--- src/rtl/recon_ctrl_pkg.sv ---
// Shared types and helpers for the modulo-ADC reconstruction pipeline sequencer.
package recon_ctrl_pkg;

  typedef enum logic [1:0] {
    IDLE  = 2'd0,
    FLUSH = 2'd1,
    FILL  = 2'd2,
    RUN   = 2'd3
  } seq_state_e;

  typedef logic [1:0] order_t;

  // Order 0 is meaningless to the datapath and is treated as first order.
  function automatic order_t map_order(input order_t n);
    return (n == 2'd0) ? 2'd1 : n;
  endfunction

  function automatic int unsigned fill_len(input order_t n,
                                           input int unsigned first_two,
                                           input int unsigned stage,
                                           input int unsigned tail);
    return first_two + stage * 32'(n) + tail;
  endfunction

endpackage

--- src/rtl/recon_tick_divider.sv ---
// Sample-rate tick generator: registered one-clk pulse every DIV enabled clocks.
module recon_tick_divider #(
  parameter int unsigned DIV = 50
) (
  input  logic clk,
  input  logic reset_n,
  input  logic clear_i,
  input  logic enable_i,
  output logic tick_o,
  output logic tick_next_o
);

  localparam int unsigned CNT_W = (DIV > 1) ? $clog2(DIV) : 1;
  localparam logic [CNT_W-1:0] LAST = CNT_W'(DIV - 1);

  logic [CNT_W-1:0] cnt_q, cnt_d;
  logic             tick_q;

  // tick_next_o lets the parent act on the same edge the tick registers.
  assign tick_next_o = enable_i && !clear_i && (cnt_q == LAST);
  assign tick_o      = tick_q;

  always_comb begin
    cnt_d = cnt_q;
    if (clear_i) begin
      cnt_d = '0;
    end else if (enable_i) begin
      cnt_d = tick_next_o ? '0 : cnt_q + CNT_W'(1);
    end
  end

  always_ff @(posedge clk or negedge reset_n) begin
    if (!reset_n) begin
      cnt_q  <= '0;
      tick_q <= 1'b0;
    end else begin
      cnt_q  <= cnt_d;
      tick_q <= tick_next_o;
    end
  end

endmodule

--- src/rtl/recon_pipeline_sequencer.sv ---
// Sequencer for the reconstruction datapath: sample ticks, start, pipeline
// reset, order application and flush/refill with output-valid masking.
module recon_pipeline_sequencer
  import recon_ctrl_pkg::*;
#(
  parameter int unsigned DIV             = 50,
  parameter int unsigned FLUSH_CYCLES    = 4,
  parameter int unsigned FIRST_TWO_DELAY = 16,
  parameter int unsigned STAGE_DELAY     = 44,
  parameter int unsigned TAIL_DELAY      = 4
) (
  input  logic       clk,
  input  logic       reset_n,
  input  logic       run,
  input  logic       cfg_valid,
  input  logic [1:0] cfg_n,
  output logic       cfg_ready,
  output logic       pipe_reset,
  output logic       clk_en,
  output logic       start,
  output logic [1:0] n_out,
  input  logic       data_valid_in,
  output logic       out_valid,
  output logic [1:0] state
);

  localparam int unsigned MAX_FILL = FIRST_TWO_DELAY + 3 * STAGE_DELAY + TAIL_DELAY;
  localparam int unsigned FILL_W   = $clog2(MAX_FILL + 1);
  localparam logic [7:0]  FLUSH_LAST = 8'(FLUSH_CYCLES - 1);

  if (DIV < 1 || DIV > 1023) begin : g_bad_div
    $error("recon_pipeline_sequencer: DIV must be 1..1023");
  end
  if (FLUSH_CYCLES < 1 || FLUSH_CYCLES > 255) begin : g_bad_flush
    $error("recon_pipeline_sequencer: FLUSH_CYCLES must be 1..255");
  end
  if (longint'(FIRST_TWO_DELAY) + 3 * longint'(STAGE_DELAY) + longint'(TAIL_DELAY)
      != longint'(MAX_FILL) || MAX_FILL == 0) begin : g_bad_fill
    $error("recon_pipeline_sequencer: fill length overflows its unsigned range");
  end

  seq_state_e        state_q, state_d;
  order_t            n_out_q, n_out_d;
  logic [7:0]        flush_cnt_q, flush_cnt_d;
  logic [FILL_W-1:0] fill_cnt_q, fill_cnt_d;
  logic              pipe_reset_q, pipe_reset_d;
  logic              start_q, start_d;
  logic              cfg_ready_q, cfg_ready_d;
  logic              out_valid_q, out_valid_d;

  logic              accept, order_change, leave_ticking, tick_run, tick_next;
  order_t            cfg_mapped;
  logic [FILL_W-1:0] fill_last;

  assign accept       = cfg_valid && cfg_ready_q;
  assign cfg_mapped   = map_order(cfg_n);
  assign order_change = (state_q == RUN) && accept && (cfg_mapped != n_out_q);
  // Kept free of the tick so the divider enable never loops back through state_d.
  assign leave_ticking = !run || order_change;
  assign tick_run      = (state_q inside {FILL, RUN}) && !leave_ticking;
  assign fill_last     = FILL_W'(fill_len(n_out_q, FIRST_TWO_DELAY, STAGE_DELAY, TAIL_DELAY) - 1);

  recon_tick_divider #(
    .DIV(DIV)
  ) u_div (
    .clk        (clk),
    .reset_n    (reset_n),
    .clear_i    (!tick_run),
    .enable_i   (tick_run),
    .tick_o     (clk_en),
    .tick_next_o(tick_next)
  );

  always_comb begin
    state_d     = state_q;
    n_out_d     = accept ? cfg_mapped : n_out_q;
    flush_cnt_d = (state_q == FLUSH) ? flush_cnt_q + 8'd1 : 8'd0;
    fill_cnt_d  = '0;
    if (state_q == FILL) begin
      fill_cnt_d = tick_next ? fill_cnt_q + FILL_W'(1) : fill_cnt_q;
    end

    if (!run) begin
      state_d = IDLE;
    end else begin
      case (state_q)
        IDLE:    state_d = FLUSH;
        FLUSH:   if (flush_cnt_q == FLUSH_LAST) state_d = FILL;
        FILL:    if (tick_next && (fill_cnt_q == fill_last)) state_d = RUN;
        RUN:     if (order_change) state_d = FLUSH;
        default: state_d = IDLE;
      endcase
    end

    pipe_reset_d = state_d inside {IDLE, FLUSH};
    start_d      = state_d inside {FILL, RUN};
    cfg_ready_d  = state_d inside {IDLE, RUN};
    out_valid_d  = (state_q == RUN) && (state_d == RUN) && clk_en && data_valid_in;
  end

  always_ff @(posedge clk or negedge reset_n) begin
    if (!reset_n) begin
      state_q      <= IDLE;
      n_out_q      <= 2'd1;
      flush_cnt_q  <= '0;
      fill_cnt_q   <= '0;
      pipe_reset_q <= 1'b1;
      start_q      <= 1'b0;
      cfg_ready_q  <= 1'b1;
      out_valid_q  <= 1'b0;
    end else begin
      state_q      <= state_d;
      n_out_q      <= n_out_d;
      flush_cnt_q  <= flush_cnt_d;
      fill_cnt_q   <= fill_cnt_d;
      pipe_reset_q <= pipe_reset_d;
      start_q      <= start_d;
      cfg_ready_q  <= cfg_ready_d;
      out_valid_q  <= out_valid_d;
    end
  end

  assign cfg_ready  = cfg_ready_q;
  assign pipe_reset = pipe_reset_q;
  assign start      = start_q;
  assign n_out      = n_out_q;
  assign out_valid  = out_valid_q;
  assign state      = state_q;

endmodule
--- config.mk ---
export PLATFORM = sky130hd
export DESIGN_NAME = recon_pipeline_sequencer
export DESIGN_NICKNAME = d
export VERILOG_FILES = /design/src/rtl/recon_ctrl_pkg.sv /design/src/rtl/recon_tick_divider.sv /design/src/rtl/recon_pipeline_sequencer.sv
export SDC_FILE = /design/constraint.sdc
export NUM_CORES = 1
export LEC_CHECK = 0
export CORE_MARGIN = 3
export CORE_UTILIZATION = 35
export DETAILED_ROUTE_END_ITERATION = 16
export GPL_ROUTABILITY_DRIVEN = 0
export PLACE_DENSITY = 0.55
export SLEW_MARGIN = 5
export SYNTH_ARGS = -nofsm -noshare
export SYNTH_HDL_FRONTEND = slang
export SYNTH_SLANG_ARGS = --single-unit
--- constraint.sdc ---
create_clock -name clk -period 5.5 [get_ports clk]
set_input_delay 1.65 -clock clk [delete_from_list [all_inputs] [get_ports clk]]
set_output_delay 1.65 -clock clk [all_outputs]
set_load 0.02 [all_outputs]
# --- After elaboration in Yosys (flattened, before gate mapping) ---
# Index checks and enable logic that the tools add are counted.
totals:
  inputBits: 7
  reg_bits: 31
  wordCells: 58
  output_inout_bits: 9
classes:
  eq_ne: 11
  mux: 11
  n_reduce_logical: 19
  n_addsub: 6
  n_mul: 1
ops:
  columns: ["operator", "count"]
  rows:
  - ["8-bit two-way mux", 3]
  - ["8-bit by 1-bit adder with 8-bit output (second input constant)", 2]
  - ["6-bit two-way mux", 2]
  - ["2-bit two-way mux", 5]
  - ["1-bit logical AND", 9]
  - ["5-bit by 8-bit adder with 8-bit output (first input constant)", 1]
  - ["8-bit by 3-bit adder with 8-bit output (second input constant)", 1]
  - ["2-bit equality test (second input constant)", 4]
  - ["8-bit by 2-bit equality test with 1-bit output (second input constant)", 1]
  - ["8-bit equality test", 1]
  - ["2-bit one-hot mux with 4 select lines", 1]
  - ["2-bit nonzero test", 4]
  - ["8-bit by 1-bit subtractor with 8-bit output (second input constant)", 1]
  - ["6-bit by 1-bit adder with 6-bit output (second input constant)", 1]
  - ["6-bit equality test (second input constant)", 1]
  - ["2-bit zero test", 3]
  - ["4-bit by 2-bit multiplier with 6-bit output (first input constant)", 1]
  - ["2-bit by 1-bit equality test with 1-bit output (second input constant)", 2]
  - ["1-bit zero test", 2]
  - ["2-bit != test", 1]
  - ["2-bit != test (second input constant)", 1]
  - ["1-bit logical OR", 1]

# --- Longest topological paths before layout ---
depth:
  word_depth: 16
  depth_mapped: 8
  ltp_nobuf: 8

# --- Modules after synthesis ---
# Synthesis repeated with hierarchy kept, for this count alone.
unflattened:
  hier_cells: 167
  hier_area_um2: 1661.6
modules_own_cells:
  columns: ["mod", "cells_per_inst", "n_inst", "seq_area_each_um2", "area_each_um2"]
  rows:
  - ["recon_pipeline_sequencer", 125, 1, 604.3, 1270.0]
  - ["recon_tick_divider", 42, 1, 175.2, 391.6]

# --- Worst setup path after synthesis ---
# OpenSTA, ideal clock, no wires.
synth_path:
  kind: "in2reg"
  from: "input cfg_n[0]"
  to: "register start_q, in the netlist start"
  t_required_ns: 5.373
  path_stages: 7
  n_path_buf: 1
  setup_slack_ns: 2.316
  setup_ns: 0.127
  arrival_time_ns: 3.057
  path_cell_list: "xnor2_1 -> a311oi_2 -> buf_6 -> nor2_1 -> and2_1 -> ha_1 -> or2_2"
synth_between:
  elab_chain_len: 14
  word_cells_on_any_way: 16
  classes_between: "3 x eq/ne; 5 x mux; 8 x reduce/logical"
synth_lines:
  columns: ["element", "line", "rtl"]
  rows:
  - ["from (decl)", "recon_pipeline_sequencer.sv:16", "input logic [1:0] cfg_n,"]
  - ["2-bit zero test", "recon_ctrl_pkg.sv:15", "return (n == 2'd0) ? 2'd1 : n;"]
  - ["2-bit two-way mux *", "recon_ctrl_pkg.sv:15", null]
  - ["2-bit != test *", "recon_pipeline_sequencer.sv:57", "assign order_change = (state_q == RUN) && accept && (cfg_mapped != n_out_q);"]
  - ["1-bit logical AND *", "recon_pipeline_sequencer.sv:57", null]
  - ["1-bit logical OR", "recon_pipeline_sequencer.sv:59", "assign leave_ticking = !run || order_change;"]
  - ["1-bit zero test", "recon_pipeline_sequencer.sv:60", "assign tick_run = (state_q inside {FILL, RUN}) && !leave_ticking;"]
  - ["1-bit logical AND", "recon_pipeline_sequencer.sv:60", null]
  - ["1-bit logical AND", "recon_tick_divider.sv:20", "assign tick_next_o = enable_i && !clear_i && (cnt_q == LAST);"]
  - ["1-bit logical AND", "recon_pipeline_sequencer.sv:89", "FILL: if (tick_next && (fill_cnt_q == fill_last)) state_d = RUN;"]
  - ["2-bit two-way mux", "recon_pipeline_sequencer.sv:89", null]
  - ["2-bit one-hot mux with 4 select lines *", "recon_pipeline_sequencer.sv:86", "case (state_q)"]
  - ["2-bit two-way mux *", "recon_pipeline_sequencer.sv:83", "if (!run) begin"]
  - ["net state_d[1]", "recon_pipeline_sequencer.sv:42", "seq_state_e state_q, state_d;"]
  - ["2-bit equality test", "recon_pipeline_sequencer.sv:96", "start_d = state_d inside {FILL, RUN};"]
  - ["2-bit nonzero test *", "recon_pipeline_sequencer.sv:96", null]
  - ["net start_d", "recon_pipeline_sequencer.sv:47", "logic start_q, start_d;"]
  - ["to (signal assigned)", "recon_pipeline_sequencer.sv:117", "start_q <= start_d;"]
  - ["to (decl)", "recon_pipeline_sequencer.sv:47", null]
# The timed path passes the listed nets; every way through them passes the cells marked *.
# A chain may end at the register's enable or synchronous reset.

# --- Final worst setup path ---
layout_path:
  from: "input cfg_n[1]"
  to: "register start_q, in the netlist start"
# Same word-level chain as after synthesis.

==> summary.md <==
| Metric | Value |
|---|---|
| Status | `finished, final reports clean` |
| Clock latency on the worst-skew pair | `0.29 ns` |
| Critical path arrival | `3.46 ns` |
| # IOs | `16` |
| Cells after synthesis | `152` |
| Post-layout nets | `between 150 and 200` |
| Register area | `779.5 um^2` |
| GR Overflow Total | `0` |
| DPL Wire Length | `roughly 2.2 mm` |
| Placement Rows | `23` |
| Via density | `5.196` |
| Die height | `73.59 um` |
| Core Box Area | `0.004202 mm^2` |
| WP buf/inv | `2` |
| Fmax | `303.9 MHz` |
| Slew HR | `72.14%` |
| Max rail drop VDD | `124.5 uV` |
| DR iter-0 viols | `62` |
| Slew Limit Fails | `0` |
| First-pass GRT wire length | `5.589 mm` |
| Drt total wl | `3.098 mm` |
| Post-CTS Setup Inserts | `0` |
| Layout Cells excl Fill | `roughly 230` |
| WS Path Type | `primary input to flop` |
| Final instance area | `between 0.0015 and 0.002 mm^2` |
| Setup crit end kind | `flop` |
| # diodes | `0` |
| LEAKAGE | `0.7995 nW` |
| Startpoint Class | `primary input` |
| Clock Tree Buf Depth | `2` |
| Final Hold Vio Count | `0` |
| Worst path slowest cell | `clkdlybuf4s50_1` |
| Critical Path RT | `5.67 ns` |
| Initial antenna violation count | `0` |
| TritonCTS clock tree | `built` |
| Share of flip-flops with an asynchronous set or reset | `100.0%` |
| Crit Path Max Fanout | `17` |
| Via count | `~1200` |
| Area of placed instances | `0.001812 mm^2` |
| Mapped Nets | `169` |
| Yosys Warn Count | `0` |
| All-Layer GR Usage | `13.75%` |
| Clk pin slew, worst setup/hold paths | `around 0.070 ns` |
| Starting Density | `between 30% and 40%` |
| FILL cells | `392` |
| CTS Root Cell | `clkbuf_8` |
| Die area | `0.005415 mm^2` |
| Pin count of the biggest net entering global routing | `32` |
| Dominant synthesized flop cell | `dfrtp_1` |
| Post-CTS Resized | `0` |
| Minimum clock period | `between 3 and 4 ns` |
| CTS Buf Count | `5` |
| Share of layout cells above drive strength 1 | `12.00%` |
| Max Cap Viol | `0` |
| Crit-path max cell delay | `0.53 ns` |
| Yosys reg bits | `31` |
| Cell count after placement | `217` |
| Synth-to-layout area growth | `20.66%` |
| H-Tree Depth | `2` |
| DRC | `0` |
| CTS Sinks | `31` |
| Worst-Margin Slew | `0.4143 ns` |
| Finished Core Util | `a little under half` |
| IO buf count | `15` |
| Number of global-route vias before repair | `1143` |
| R2R setup slack | `3.29 ns` |
| WL/cell | `13.77 um` |
| Post-Place Setup Slack | `1.905 ns` |
| RSZ-0062 raised after global routing | `false` |
| Fin worst setup slack | `2.209 ns` |
| Distinct cells, synth | `36` |
| Pwr Density | `roughly 290 mW/mm^2` |
| Area occupied by multi-input gates | `between 700 and 800 um^2` |
| Die W | `73.59 um` |
| Finish-stage setup viols | `0` |
| Register area share after synthesis | `between 40 and 50%` |
| Antenna-violating nets left | `0` |
| Crit-path cells | `clkdlybuf4s50_1 > nor3b_1 > a311oi_2 > buf_4 > nor2_1 > and2_1 > ha_1 > or2_2` |
| Clock Skew | `between 0.006 and 0.007 ns` |
| DRT Pass-1 Iters | `4` |
| Syn avg cell area | `10.52 um^2` |
| Hold WC Path Type | `flop to flop` |
| Total negative slack | `0 ns` |
| Mapped Area | `~0.0016 mm^2` |
| Final period util | `59.83%` |
| CP top delay family | `buffers and inverters` |
| Post-synth EDFFs | `0` |
| CTS hold repair buffers | `0` |
==> sequential cells by signal, indices dropped and copies added, names as in the netlist <==
signal	flops
pipe_reset	1
out_valid	1
cfg_ready	1
u_div.cnt_q	6
start	1
u_div.tick_o	1
fill_cnt_q	8
state	2
flush_cnt_q	8
n_out	2
==> through the flow <==
step / total power, W / hold WS (ns)
2_1_floorplan: 0.0002936 / 0.4251
4_1_cts: 0.0005622 / 0.4548
3_3_place_gp: 0.0003254 / 0.4435
6_report: 0.0005524 / 0.4544
3_5_place_dp: 0.0003259 / 0.4459
5_1_grt: 0.0005829 / 0.4722
==> Yosys cell counts (2+ instances only) <==
master	count	share of area, %
inv_1	4	0.94
dfstp_2	3	4.9
or2_2	2	0.78
ha_1	10	7.8
xor2_1	6	3.3
or4_1	5	2.3
o31ai_1	6	2.8
a21oi_1	9	2.8
dfrtp_1	28	44
nand2b_1	4	1.6
or3_1	2	0.78
and3_1	4	1.6
nor2_1	16	3.8
and2_1	3	1.2
nand4_1	3	1.2
nand2_1	9	2.1
nor3b_1	2	0.94
o21ai_0	4	1.3
xnor2_1	7	3.8
nand3_1	9	2.8
==> routing by layer <==
layer | part of all wire, % | vias to the layer above | track usage [%]
li1 | - | 586 | -
met4 | 1.4 | 0 | 5.433
met2 | 48 | 22 | 19.49
met5 | 0 | - | 0
met3 | 4.2 | 6 | 5.062
met1 | 47 | 555 | 18.92
==> layout by cell type, fill, tap and decap left out, types with 2 or more instances in the layout <==
cell type	instances
or2_2	2
dfstp_2	3
or4_1	5
nor3b_1	2
nand3_1	9
o21ai_0	4
and3_1	4
ha_1	10
a21oi_1	9
nand4_1	3
clkdlybuf4s50_1	15
nor2_1	16
nand2b_1	4
xnor2_1	7
xor2_1	6
inv_1	4
buf_4	2
or3_1	2
o31ai_1	6
dfrtp_1	28
nand2_1	9
clkbuf_8	6
and2_1	3
==> cell type report <==
type,instances,area share [%]
sequential,31,40.40
timing repair buffer,17,8.560
multi-input combinational,115,40.92
clock inverter,2,1.816
tap,50,3.243
inverter,4,0.7782
clock buffer,6,4.280
==> where the power goes <==
group          internal [W]  total [W]  switching, W
clock network      0.000146   0.000232     0.0000856
registers          0.000240   0.000253     0.0000124
logic             0.0000327  0.0000676     0.0000349
==> kinds of logic after synthesis <==
kind of cell	count (synthesis)	synth area share, %
fa+ha+maj	10	7.825
simple gates	67	23.71
buf+inv	6	1.877
flops	31	48.75
xor+xnor	13	7.121
compound gates	23	9.389
mux	2	1.330
==> path summary, 6_finish.rpt <==
kind | to | depth (start not counted) | startpoint
hold / removal | flush_cnt_q[0]$_DFF_PN0_ | 1 | flush_cnt_q[0]$_DFF_PN0_
min in group asynchronous | out_valid$_DFF_PN0_ | 2 | reset_n
setup / recovery | start$_DFF_PN0_ | 8 | cfg_n[1]
hold reg to reg | flush_cnt_q[0]$_DFF_PN0_ | 1 | flush_cnt_q[0]$_DFF_PN0_
setup reg to reg | start$_DFF_PN0_ | 8 | n_out[0]$_DFFE_PN1N_
max in group asynchronous | n_out[0]$_DFFE_PN1N_ | 2 | reset_n
(Power assumes the default switching activity.)
